`config.mk`:
```
export PLATFORM = sky130hd
export DESIGN_NAME = register_file_n_flat
export DESIGN_NICKNAME = d
export VERILOG_FILES = /design/src/rtl/register_file_pkg.sv /design/src/rtl/register_file_n_if.sv /design/src/rtl/register_file_clear_fsm.sv /design/src/rtl/register_file_n.sv /design/src/flat_wrapper.sv
export SDC_FILE = /design/constraint.sdc
export NUM_CORES = 1
export LEC_CHECK = 0
export ABC_CLOCK_PERIOD_IN_PS = 1600
export BUFFER_PORTS_ARGS = -buffer_cell sky130_fd_sc_hd__buf_2
export CORE_ASPECT_RATIO = 1.1
export CORE_MARGIN = 2
export CORE_UTILIZATION = 40
export DETAILED_ROUTE_END_ITERATION = 8
export SYNTH_ARGS = -nofsm -noshare
export SYNTH_HDL_FRONTEND = slang
export SYNTH_SLANG_ARGS = --single-unit
```
`constraint.sdc`:
```
create_clock -name clk -period 1.6 [get_ports clk]
set_input_delay 0.32 -clock clk [delete_from_list [all_inputs] [get_ports clk]]
set_output_delay 0.32 -clock clk [all_outputs]
set_load 0.005 [all_outputs]
```
`src/rtl/register_file_pkg.sv`:
```
// ============================================================================
//  Module      : register_file_pkg
//  Description : Shared types and default sizing for register_file_n.
//  Revision    : 1.0  initial release
// ============================================================================
`default_nettype none

package register_file_pkg;

    // Default sizing matches the 8-bit processor's file
    localparam int DEF_WIDTH = 8;
    localparam int DEF_DEPTH = 4;

    // Clear sequencer states
    typedef enum logic [0:0] {
        ST_IDLE  = 1'b0,
        ST_CLEAR = 1'b1
    } state_t;

endpackage

`default_nettype wire

```
`src/rtl/register_file_n_if.sv`:
```
// ============================================================================
//  Module      : register_file_n_if
//  Description : Bus bundle between the decode stage (master) and the
//                register file (slave).
//  Revision    : 1.0  initial release
// ============================================================================
`default_nettype none

interface register_file_n_if #(
    parameter int WIDTH  = 8,
    parameter int ADDR_W = 2
);
    logic [ADDR_W-1:0] rd;
    logic [ADDR_W-1:0] rs0;
    logic [ADDR_W-1:0] rs1;
    logic              regWrite;
    logic [WIDTH-1:0]  writeData;
    logic              clear;
    logic [WIDTH-1:0]  outData0;
    logic [WIDTH-1:0]  outData1;
    logic              busy;

    modport master (
        output rd, rs0, rs1, regWrite, writeData, clear,
        input  outData0, outData1, busy
    );

    modport slave (
        input  rd, rs0, rs1, regWrite, writeData, clear,
        output outData0, outData1, busy
    );
endinterface

`default_nettype wire

```
`src/rtl/register_file_clear_fsm.sv`:
```
// ============================================================================
//  Module      : register_file_clear_fsm
//  Description : Clear sweep sequencer. Walks the sweep address over every
//                register, one per cycle, and holds busy one extra cycle
//                after the last register is zeroed.
//  Revision    : 1.0  initial release
// ============================================================================
`default_nettype none

module register_file_clear_fsm
    import register_file_pkg::*;
#(
    parameter int DEPTH  = DEF_DEPTH,
    parameter int ADDR_W = $clog2(DEPTH)
) (
    input  wire logic              clk,
    input  wire logic              rst,
    input  wire logic              i_clear,
    output logic                   o_busy,
    output logic [ADDR_W-1:0]      o_sweep_addr,
    output logic                   o_sweep_we
);

    localparam logic [ADDR_W-1:0] C_LAST = ADDR_W'(DEPTH - 1);

    state_t            r_state;
    logic [ADDR_W-1:0] r_cnt;
    logic              r_busy;

    // Sequencer: a clear is only accepted once busy has dropped, so a pulse
    // during the sweep (or its trailing busy cycle) never restarts it
    always_ff @(posedge clk or posedge rst) begin
        if (rst) begin
            r_state <= ST_IDLE;
            r_cnt   <= '0;
            r_busy  <= 1'b0;
        end else begin
            case (r_state)
                ST_IDLE: begin
                    if (i_clear && !r_busy) begin
                        r_state <= ST_CLEAR;
                        r_cnt   <= '0;
                        r_busy  <= 1'b1;
                    end else begin
                        r_busy  <= 1'b0;
                    end
                end
                ST_CLEAR: begin
                    if (r_cnt == C_LAST) begin
                        r_state <= ST_IDLE;
                        r_cnt   <= '0;
                    end else begin
                        r_cnt   <= r_cnt + ADDR_W'(1);
                    end
                end
                default: begin
                    r_state <= ST_IDLE;
                    r_cnt   <= '0;
                    r_busy  <= 1'b0;
                end
            endcase
        end
    end

    assign o_busy       = r_busy;
    assign o_sweep_addr = r_cnt;
    assign o_sweep_we   = (r_state == ST_CLEAR);

endmodule

`default_nettype wire

```
`src/rtl/register_file_n.sv`:
```
// ============================================================================
//  Module      : register_file_n
//  Description : DEPTH x WIDTH register file, two combinational read ports,
//                one synchronous write port and a multi-cycle clear sweep.
//                Optional same-cycle write-to-read bypass under the macro
//                REGFILE_BYPASS_EN.
//  Revision    : 1.0  initial release
// ============================================================================
`default_nettype none

module register_file_n
    import register_file_pkg::*;
#(
    parameter int WIDTH = DEF_WIDTH,
    parameter int DEPTH = DEF_DEPTH
) (
    input  wire logic            clk,
    input  wire logic            rst,
    register_file_n_if.slave     bus
);

    localparam int ADDR_W = $clog2(DEPTH);

    logic [WIDTH-1:0]  r_mem [DEPTH];

    logic              w_busy;
    logic [ADDR_W-1:0] w_sweep_addr;
    logic              w_sweep_we;
    logic              w_clear_take;
    logic              w_user_we;
    logic [WIDTH-1:0]  w_rd0;
    logic [WIDTH-1:0]  w_rd1;

    register_file_clear_fsm #(
        .DEPTH  (DEPTH),
        .ADDR_W (ADDR_W)
    ) u_clear_fsm (
        .clk          (clk),
        .rst          (rst),
        .i_clear      (bus.clear),
        .o_busy       (w_busy),
        .o_sweep_addr (w_sweep_addr),
        .o_sweep_we   (w_sweep_we)
    );

    // A clear accepted this cycle drops a simultaneous user write; sweep
    // writes always own the array while the sequencer is in CLEAR
    assign w_clear_take = bus.clear && !w_busy;
    assign w_user_we    = bus.regWrite && !w_sweep_we && !w_clear_take;

    // Storage: sweep zeroing has priority over user writes
    always_ff @(posedge clk or posedge rst) begin
        if (rst) begin
            for (int i = 0; i < DEPTH; i++) begin
                r_mem[i] <= '0;
            end
        end else if (w_sweep_we) begin
            r_mem[w_sweep_addr] <= '0;
        end else if (w_user_we) begin
            r_mem[bus.rd] <= bus.writeData;
        end
    end

`ifdef REGFILE_BYPASS_EN
    logic w_byp;

    // Forward the pending write only when it is really going to land and
    // the file is not busy
    assign w_byp = w_user_we && !w_busy;
    assign w_rd0 = (w_byp && (bus.rs0 == bus.rd)) ? bus.writeData : r_mem[bus.rs0];
    assign w_rd1 = (w_byp && (bus.rs1 == bus.rd)) ? bus.writeData : r_mem[bus.rs1];
`else
    assign w_rd0 = r_mem[bus.rs0];
    assign w_rd1 = r_mem[bus.rs1];
`endif

    assign bus.outData0 = w_rd0;
    assign bus.outData1 = w_rd1;
    assign bus.busy     = w_busy;

endmodule

`default_nettype wire

```
`src/flat_wrapper.sv`:
```
// flat-port wrapper written by rule: the top's interface ports become plain ports
module register_file_n_flat import register_file_pkg::*;
#(
    parameter int WIDTH = DEF_WIDTH,
    parameter int DEPTH = DEF_DEPTH
)
  (clk, rst, bus_rd, bus_rs0, bus_rs1, bus_regWrite, bus_writeData, bus_clear, bus_outData0, bus_outData1, bus_busy);
  register_file_n_if #(.WIDTH(WIDTH), .ADDR_W((2))) bus_i ();
  input  wire logic clk;
  input  wire logic rst;
  input wire logic [$bits(bus_i.rd)-1:0] bus_rd;
  input wire logic [$bits(bus_i.rs0)-1:0] bus_rs0;
  input wire logic [$bits(bus_i.rs1)-1:0] bus_rs1;
  input wire logic [$bits(bus_i.regWrite)-1:0] bus_regWrite;
  input wire logic [$bits(bus_i.writeData)-1:0] bus_writeData;
  input wire logic [$bits(bus_i.clear)-1:0] bus_clear;
  output wire logic [$bits(bus_i.outData0)-1:0] bus_outData0;
  output wire logic [$bits(bus_i.outData1)-1:0] bus_outData1;
  output wire logic [$bits(bus_i.busy)-1:0] bus_busy;
  assign bus_i.rd = bus_rd;
  assign bus_i.rs0 = bus_rs0;
  assign bus_i.rs1 = bus_rs1;
  assign bus_i.regWrite = bus_regWrite;
  assign bus_i.writeData = bus_writeData;
  assign bus_i.clear = bus_clear;
  assign bus_outData0 = bus_i.outData0;
  assign bus_outData1 = bus_i.outData1;
  assign bus_busy = bus_i.busy;
  register_file_n #(.WIDTH(WIDTH), .DEPTH(DEPTH)) u_core (.clk(clk), .rst(rst), .bus(bus_i));
endmodule
```
**After elaboration in Yosys (flattened, before gate mapping)**

Index checks and enable logic that the tools add are counted.

- Flip-flop bits (word level): 36
- Output and inout port bits: 17
- Word-level logic and storage cells: 51

- Add/subtract/negate cells: 1
- $lt $le $gt $ge: 6
- Eq/ne operators: 2
- Muxes and demuxes: 19
- Bitwise logic cells: 7
- Reductions and logical operators: 9

Operators with widths:

| cell | number |
|---|---|
| $mux 32 | 2 |
| $mux 8 | 6 |
| $and 32x32->32 | 1 |
| $bmux 8 s2 | 2 |
| $bwmux 32 | 1 |
| $demux 8 s2 | 2 |
| $not 32->32 | 1 |
| $ge 3x3->1 const B | 4 |
| $not 2->3 | 4 |
| $lt 3x1->1 const B | 2 |
| $logic_and 1x1->1 | 5 |
| $mux 2 | 2 |
| $pmux 2 s2 | 1 |
| $logic_not 1->1 | 3 |
| $add 2x1->2 const B | 1 |
| $eq 2x2->1 const B | 1 |
| $mux 1 | 2 |
| $ne 2x1->1 const B | 1 |
| $pmux 1 s2 | 1 |
| $reduce_bool 2->1 | 1 |
| $not 1->1 | 1 |

**Depth between registers and ports, before layout**

Gate-level depths: netlist of the first run.

- Depth in word-level cells: 8
- Mapped depth: 5
- Mapped depth without buffers: 5

**By module**

From an unflattened synthesis of the first run, not the netlist that was laid out.

- Cells, all modules: 131
- Area, all modules: 1898.1 µm²

Modules (own cells, without submodules):

| module | times used | cells each | area each (µm²) | seq. area each (µm²) |
|---|---|---|---|---|
| register_file_n | 1 | 114 | 1721.7 | 800.8 |
| register_file_clear_fsm | 1 | 17 | 176.4 | 100.1 |

**Worst setup path after synthesis of the first run**

No wires, ideal clock.

- Kind: input port to output port
- From: input bus_rs0[0]
- To: output bus_outData0[3]
- Data arrival time: 1.048 ns
- Data required time: 1.280 ns
- Setup slack: 0.232 ns
- Stages on the path: 2
- Cells stage by stage: buf_2 -> mux4_2

- Longest elaborated chain between the ends: 4

RTL lines:

| what | line | source |
|---|---|---|
| start, declared | flat_wrapper.sv:12 | `input wire logic [$bits(bus_i.rs0)-1:0] bus_rs0;` |
| $not 2->3 (implied by the code) | register_file_n.sv:73 | `assign w_rd0 = r_mem[bus.rs0];` |
| $bmux 8 s2 | register_file_n.sv:73 |  |
| $mux 8 (implied by the code) (2 in series) | register_file_n.sv:73 |  |
| end, declared | flat_wrapper.sv:17 | `output wire logic [$bits(bus_i.outData0)-1:0] bus_outData0;` |

No other way between the ends. The select of a mux whose other input is x is not followed.

**Worst setup path after layout of the first run**

- From: register u_core.r_mem[5] (netlist bit)
- To: output bus_outData0[5]

- Longest elaborated chain between the ends: 3

RTL lines:

| what | line | source |
|---|---|---|
| start, declared | register_file_n.sv:24 | `logic [WIDTH-1:0] r_mem [DEPTH];` |
| start signal, assigned by index | register_file_n.sv:60 | `r_mem[bus.rd] <= bus.writeData;` |
| $bmux 8 s2 | register_file_n.sv:73 |  |
| $mux 8 (implied by the code) (2 in series) | register_file_n.sv:73 |  |

No other way between the ends. The select of a mux whose other input is x is not followed.

==> impl_metrics.py, run 1 <==
metrics = {
    "yosys": {
        "yosysMostFrequentCell": "nand2_1",
        "avgSynthCellArea_sq_um": 12.4,
        "synth-edff-count": 0,
        "synth_async_sr_flop_share": 1.00,
        "synth.area.top_cells": "dfrtp_1 46%, mux4_2 18%, mux2i_1 17%",
        "ys_top_cells_by_count": "40 x nand2_1, 36 x dfrtp_1, 34 x mux2i_1, 16 x mux4_2, 11 x inv_1",
        "ys_warn_count": 0,
        "synth_top_cell_area_share": 0.455,
        "syn_inst": 159,
        "synth_ff_type": "dfrtp_1",
        "yosysTopAreaCell": "dfrtp_1",
        "synth_seq_cells": 36,
        "synth_area_sq_mm": 0.00198,
        "syn-num-nets": 181,
        "seq_area_frac_synth": 0.455,
        "yosysUniqueCellTypes": 16,
    },
    "cts": {
        "clk_pin_slew_ns": 0.07,
        "clkLatencyLatePin_ns": 0.28,
        "clockBufferDepth": 2,
        "cts_sinks": 36,
        "cts_resized": 0,
        "cts_tree": "built",
        "cts_max_level": 2,
        "cts.hold.buffers_added": 0,
        "cts_buffers": 5,
        "root_buffer": "clkbuf_8",
    },
    "critical_path": {
        "crit_path_start_kind": "flop",
        "required_ns": 1.28,
        "critPathKind": "reg -> out",
        "cp_max_fo": 3,
        "crit_arrival_ns": 1.32,
        "crit_path_end_kind": "output port",
        "rr_startpoint": "u_core.u_clear_fsm.o_sweep_addr[0]$_DFFE_PP0P_",
        "rrSetupSlack_ns": 0.27,
        "startpoint": "u_core.r_mem[5]$_DFFE_PP0P_",
    },
    "routing": {
        "ant_nets": 0,
        "drt-total-wl_microns": 4640,
        "avgRoutedWirePerCell_microns": 17.3,
        "drt_first_iter_violations": 69,
        "vias": 1425,
        "vias_per_cell": 5.32,
        "drcViolationCount": 0,
        "firstDrtPassIters": 3,
    },
    "sta": {
        "hold_violations": 0,
        "rsz0062_at_grt": "true",
        "timing.hold.ws_ns": 0.124,
        "post-route-min-period_ns": 1.64,
        "worst_slew_pin_slew_ns": 0.468,
        "finalCritPeriodShare": 1.02,
        "fin_ws_ns": -0.0388,
        "drv_slew": 0,
        "finalClockSkew_ns": 0.00639,
        "relSlewSlack": 0.688,
        "max_freq_mhz": 610,
        "setup_violations": 8,
    },
    "floorplan": {
        "rows": 26,
        "die_h_microns": 77.8,
        "initial_core_util": 0.420,
        "die_x_microns": 71.1,
        "core_sq_mm": 0.00472,
        "dieArea_sq_mm": 0.00553,
        "io-pin-count": 35,
    },
    "outcome": {
        "status": "finished, violations left",
        "violations": "setup timing",
    },
    "layout": {
        "instances_no_fill": 268,
        "drive_gt1_frac": 0.373,
        "diodes": 0,
        "nets": 233,
        "area_growth_pct": 21.1,
    },
    "power": {
        "p_leak_uw": 0.00133,
        "powerDensity_mw_per_mm2": 1470,
        "peakVddDrop_v": 0.000794,
    },
    "global_routing": {
        "grt_usage": 0.184,
        "grt_pass1_wl_microns": 7770,
        "grt_max_degree": 37,
        "antenna_found_initial": 0,
        "grt_pass1_vias": 1563,
        "overflow": 0,
    },
    "placement": {
        "port_buffers": 34,
        "place_congestion": 0.752,
        "dp.cells": 248,
        "dpl.hpwl_microns": 3240,
    },
    "min_path": {
        "hold_class": "in -> async",
    },
    "run": {
        "drv_cap": 0,
    },
}
per-stage QoR:
| stage | total power (uW) | setup WS, ns | cell area [sq um] | util | setup TNS, ns |
|---|---|---|---|---|---|
| after floorplan | 2270 | 0.232 | 1980 | - | 0 |
| final | 3530 | -0.0388 | 2400 | 0.508 | -0.119 |
| after global routing | 3800 | -0.0676 | 2400 | 0.508 | -0.778 |
| after detailed placement | 2730 | 0.0357 | 2220 | 0.470 | 0 |
| after global placement | 2640 | 0.0525 | 2220 | 0.470 | 0 |
| after CTS | 3480 | -0.0540 | 2350 | 0.499 | -0.180 |
metal layers:
| layer | vias to the layer above | GRT usage | part of all wire |
|---|---|---|---|
| met2 | 29 | 0.327 | 0.52 |
| li1 | 658 | - | - |
| met1 | 734 | 0.227 | 0.43 |
| met5 | - | 0 | 0 |
| met4 | 0 | 0.0340 | 0.0062 |
| met3 | 4 | 0.0442 | 0.039 |
report_power, final:
group          switching (uW)  leakage [uW]  internal [uW]
Combinational             644      0.000802            739
Clock                     307     0.0000455            351
Sequential                252      0.000484           1240
Total                    1200       0.00133           2330
worst paths after layout:
check	to	cells after the start
max	bus_outData0[5]	2
min	u_core.u_clear_fsm.o_sweep_we$_DFF_PP0_	3
max reg2reg	u_core.r_mem[25]$_DFFE_PP0P_	5
min reg2reg	u_core.u_clear_fsm.o_busy$_DFFE_PP0N_	2
max in group asynchronous	u_core.r_mem[1]$_DFFE_PP0P_	3
min in group clk	u_core.r_mem[17]$_DFFE_PP0P_	3
cell type report:
type	instances	area [sq um]
clock buffers	8	90.1
flip-flops and latches	36	901
inverters	11	41.3
multi-input cells	103	975
well taps	56	70.1
fillers	435	2320
repair buffers	54	320
what timing repair did:
item / CTS / global route
setup endpoints to repair: 14 / 16
pin swaps: 0 / 0
cloned: 0 / 0
buffers inserted: 6 / 6
cell usage in the layout (no fill, tap or decap):
| cell | Yosys | final |
|---|---|---|
| clkbuf_1 | 0 | 2 |
| dfrtp_1 | 36 | 36 |
| o21ai_0 | 2 | 2 |
| ha_1 | 4 | 4 |
| buf_2 | 5 | 34 |
| nand2b_4 | 1 | 1 |
| and4_4 | 1 | 1 |
| nand3_2 | 1 | 1 |
| nand4b_1 | 2 | 2 |
| inv_1 | 11 | 11 |
| and2b_1 | 1 | 1 |
| mux4_2 | 16 | 16 |
| mux2i_1 | 34 | 34 |
| buf_4 | 2 | 20 |
| clkbuf_8 | 0 | 6 |
| nor2_1 | 1 | 1 |
| nand2_1 | 40 | 40 |
registers in the layout, indices dropped and copies added (netlist names):
name                             cells
u_core.u_clear_fsm.o_busy            1
u_core.u_clear_fsm.o_sweep_addr      2
u_core.r_mem                        32
u_core.u_clear_fsm.o_sweep_we        1
worst max-delay path, stage by stage (launching register included):
cell     delay (ns)
dfrtp_1        0.40
mux4_2         0.49
buf_2          0.15
kinds of logic (layout without fill, tap and decap cells):
kind of cell             Yosys count  after routing  synth area share
AO/OA/AOI/OAI                      2              2           0.00506
flip-flops                        36             36             0.455
multiplexers                      50             50             0.354
AND/OR/NAND/NOR                   47             47             0.108
adder cells (fa/ha/maj)            4              4            0.0253
buffers and inverters             20             73            0.0525
Note: power is estimated with default switching activity, not from simulation.
==> run 2: changes to the inputs <==
Settings changed: CORE_MARGIN 2 to default.
==> run 2 against run 1 <==
  * Cell count is 0.37% lower
  * Via count is 1.3% lower
  * Routed wire length is 0.82% lower
  * Sequential share of layout area is 0.21 points lower
  * Hold slack worse by 0.0043 ns
  * Die area is 5.3% lower
  * Fmax is 0.35% lower
  * Utilization is 0.65 points higher
  * Combinational power is 3% lower
  * Design area is 0.57% higher
  * Sequential power hardly changed
  * The flow still finishes with violations (setup timing)
  * Global-route usage is 0.99 points higher
==> impl_metrics.py, run 2 (synthesis results as in run 1) <==
metrics = {
    "critical_path": {
        "critPathKind": "reg -> out",
        "cp_max_fo": 3,
        "crit_arrival_ns": 1.32,
        "crit_path_start_kind": "flop",
        "required_ns": 1.28,
        "crit_path_end_kind": "output port",
    },
    "sta": {
        "fin_ws_ns": -0.0446,
        "worst_slew_pin_slew_ns": 0.464,
        "rsz0062_at_grt": "true",
        "finalCritPeriodShare": 1.03,
        "drv_slew": 0,
        "tns_ns": -0.118,
        "max_freq_mhz": 608,
        "post-route-min-period_ns": 1.64,
        "finalClockSkew_ns": 0.00310,
        "hold_violations": 0,
        "setup_violations": 11,
        "relSlewSlack": 0.691,
    },
    "power": {
        "p_leak_uw": 0.00133,
        "p_comb_frac": 0.370,
        "p_seq_frac": 0.409,
        "clkPwrFrac": 0.221,
        "intPower_uw": 2410,
        "p_switching_uw": 1220,
        "peakVddDrop_v": 0.000823,
        "p_sw_frac": 0.336,
        "powerDensity_mw_per_mm2": 1510,
    },
    "outcome": {
        "violations": "setup timing",
        "status": "finished, violations left",
    },
    "global_routing": {
        "overflow": 0,
        "grt_usage": 0.193,
        "grt_pass1_vias": 1445,
        "antenna_found_initial": 0,
        "grt_max_degree": 37,
        "grt_pass1_wl_microns": 7450,
    },
    "routing": {
        "drt-total-wl_microns": 4600,
        "vias": 1407,
        "firstDrtPassIters": 4,
        "avgRoutedWirePerCell_microns": 17.2,
        "ant_nets": 0,
        "drt_first_iter_violations": 59,
        "vias_per_cell": 5.27,
        "drcViolationCount": 0,
    },
    "floorplan": {
        "die_h_microns": 75.8,
        "rows": 26,
        "core_sq_mm": 0.00468,
        "initial_core_util": 0.423,
        "die_x_microns": 69.1,
        "dieArea_sq_mm": 0.00523,
        "io-pin-count": 35,
    },
    "cts": {
        "cts_resized": 0,
        "cts_buffers": 5,
        "cts_sinks": 36,
        "clkLatencyLatePin_ns": 0.29,
        "clockBufferDepth": 2,
        "post_cts_buffers": 6,
        "cts_max_level": 2,
        "clk_pin_slew_ns": 0.07,
        "cts.hold.buffers_added": 0,
        "root_buffer": "clkbuf_8",
        "cts_tree": "built",
    },
    "placement": {
        "dpl.hpwl_microns": 3300,
        "place_congestion": 0.732,
        "port_buffers": 34,
        "place_area_sq_mm": 0.00223,
    },
    "layout": {
        "drive_gt1_frac": 0.379,
        "final_cell_mix": "40 x nand2_1, 36 x dfrtp_1, 34 x mux2i_1, 34 x buf_2, 19 x buf_4",
        "largest_register_ffs": 32,
        "layout_commonest_cell": "nand2_1",
        "area_growth_pct": 21.8,
        "diodes": 0,
        "nets": 232,
        "fin_area_sq_mm": 0.00241,
        "top_register": "u_core.r_mem",
    },
    "run": {
        "drv_cap": 0,
    },
    "min_path": {
        "hold_class": "in -> async",
    },
}
-- run 2: changes by cell type in the layout (fill, tap and decap cells not counted), sizes merged --
cell / delta
clkinv: +1
clkbuf: -3
buf: -1
bufinv: +1
clkinvlp: +1
-- run 2: path summary, 6_finish.rpt --
check / to / startpoint / slack (ns) / depth (start not counted)
max in group asynchronous: u_core.r_mem[7]$_DFFE_PP0P_ / rst / 1.15 / 3
worst min-delay path: u_core.u_clear_fsm.o_sweep_addr[1]$_DFFE_PP0P_ / rst / 0.12 / 3
worst max register to register: u_core.r_mem[30]$_DFFE_PP0P_ / u_core.u_clear_fsm.o_sweep_addr[0]$_DFFE_PP0P_ / 0.24 / 5
worst min register to register: u_core.u_clear_fsm.o_busy$_DFFE_PP0N_ / u_core.u_clear_fsm.o_busy$_DFFE_PP0N_ / 0.52 / 2
worst max-delay path: bus_outData0[2] / u_core.r_mem[2]$_DFFE_PP0P_ / -0.04 / 2
min in group clk: u_core.r_mem[0]$_DFFE_PP0P_ / bus_writeData[0] / 0.33 / 3
-- run 2: final cells by class --
cell class / count / area (sq um)
fill: 451 / 2270
multi-input combinational: 103 / 975
sequential: 36 / 901
timing repair buffer: 53 / 313
tap: 56 / 70.1
clock buffer: 5 / 68.8
clock inverter: 3 / 42.5
inverter: 11 / 41.3
-- run 2: per-stage QoR --
| stage | utilization | hold WS [ns] | power [uW] | cells | setup WS (ns) |
|---|---|---|---|---|---|
| after floorplan | - | 0.487 | 2270 | 159 | 0.232 |
| after global placement | 0.476 | 0.436 | 2630 | 250 | 0.0509 |
| after detailed placement | 0.476 | 0.445 | 2730 | 250 | 0.0373 |
| after CTS | 0.510 | 0.129 | 3620 | 264 | -0.0486 |
| after global routing | 0.515 | 0.178 | 3870 | 267 | -0.0891 |
| final | 0.515 | 0.120 | 3630 | 267 | -0.0446 |
-- run 2: per-layer routing --
layer / up-vias / part of all wire / wire length, microns / track usage
li1: 655 / - / - / -
met1: 708 / 0.41 / 1900 / 0.228
met2: 37 / 0.54 / 2470 / 0.355
met3: 7 / 0.039 / 179 / 0.0357
met4: 0 / 0.013 / 60 / 0.0794
met5: - / 0 / 0 / 0
-- run 2: worst max-delay path: stages (launching register included) --
cell     delay (ns)
dfrtp_1        0.40
mux4_2         0.50
buf_2          0.14
-- run 2: power by group through the flow --
stage	clock, uW	combinational [uW]	sequential, uW
2_1_floorplan	0	843	1420
3_3_place_gp	0	1170	1470
3_5_place_dp	0	1220	1510
4_1_cts	816	1320	1480
5_1_grt	864	1480	1530
6_report	804	1340	1480
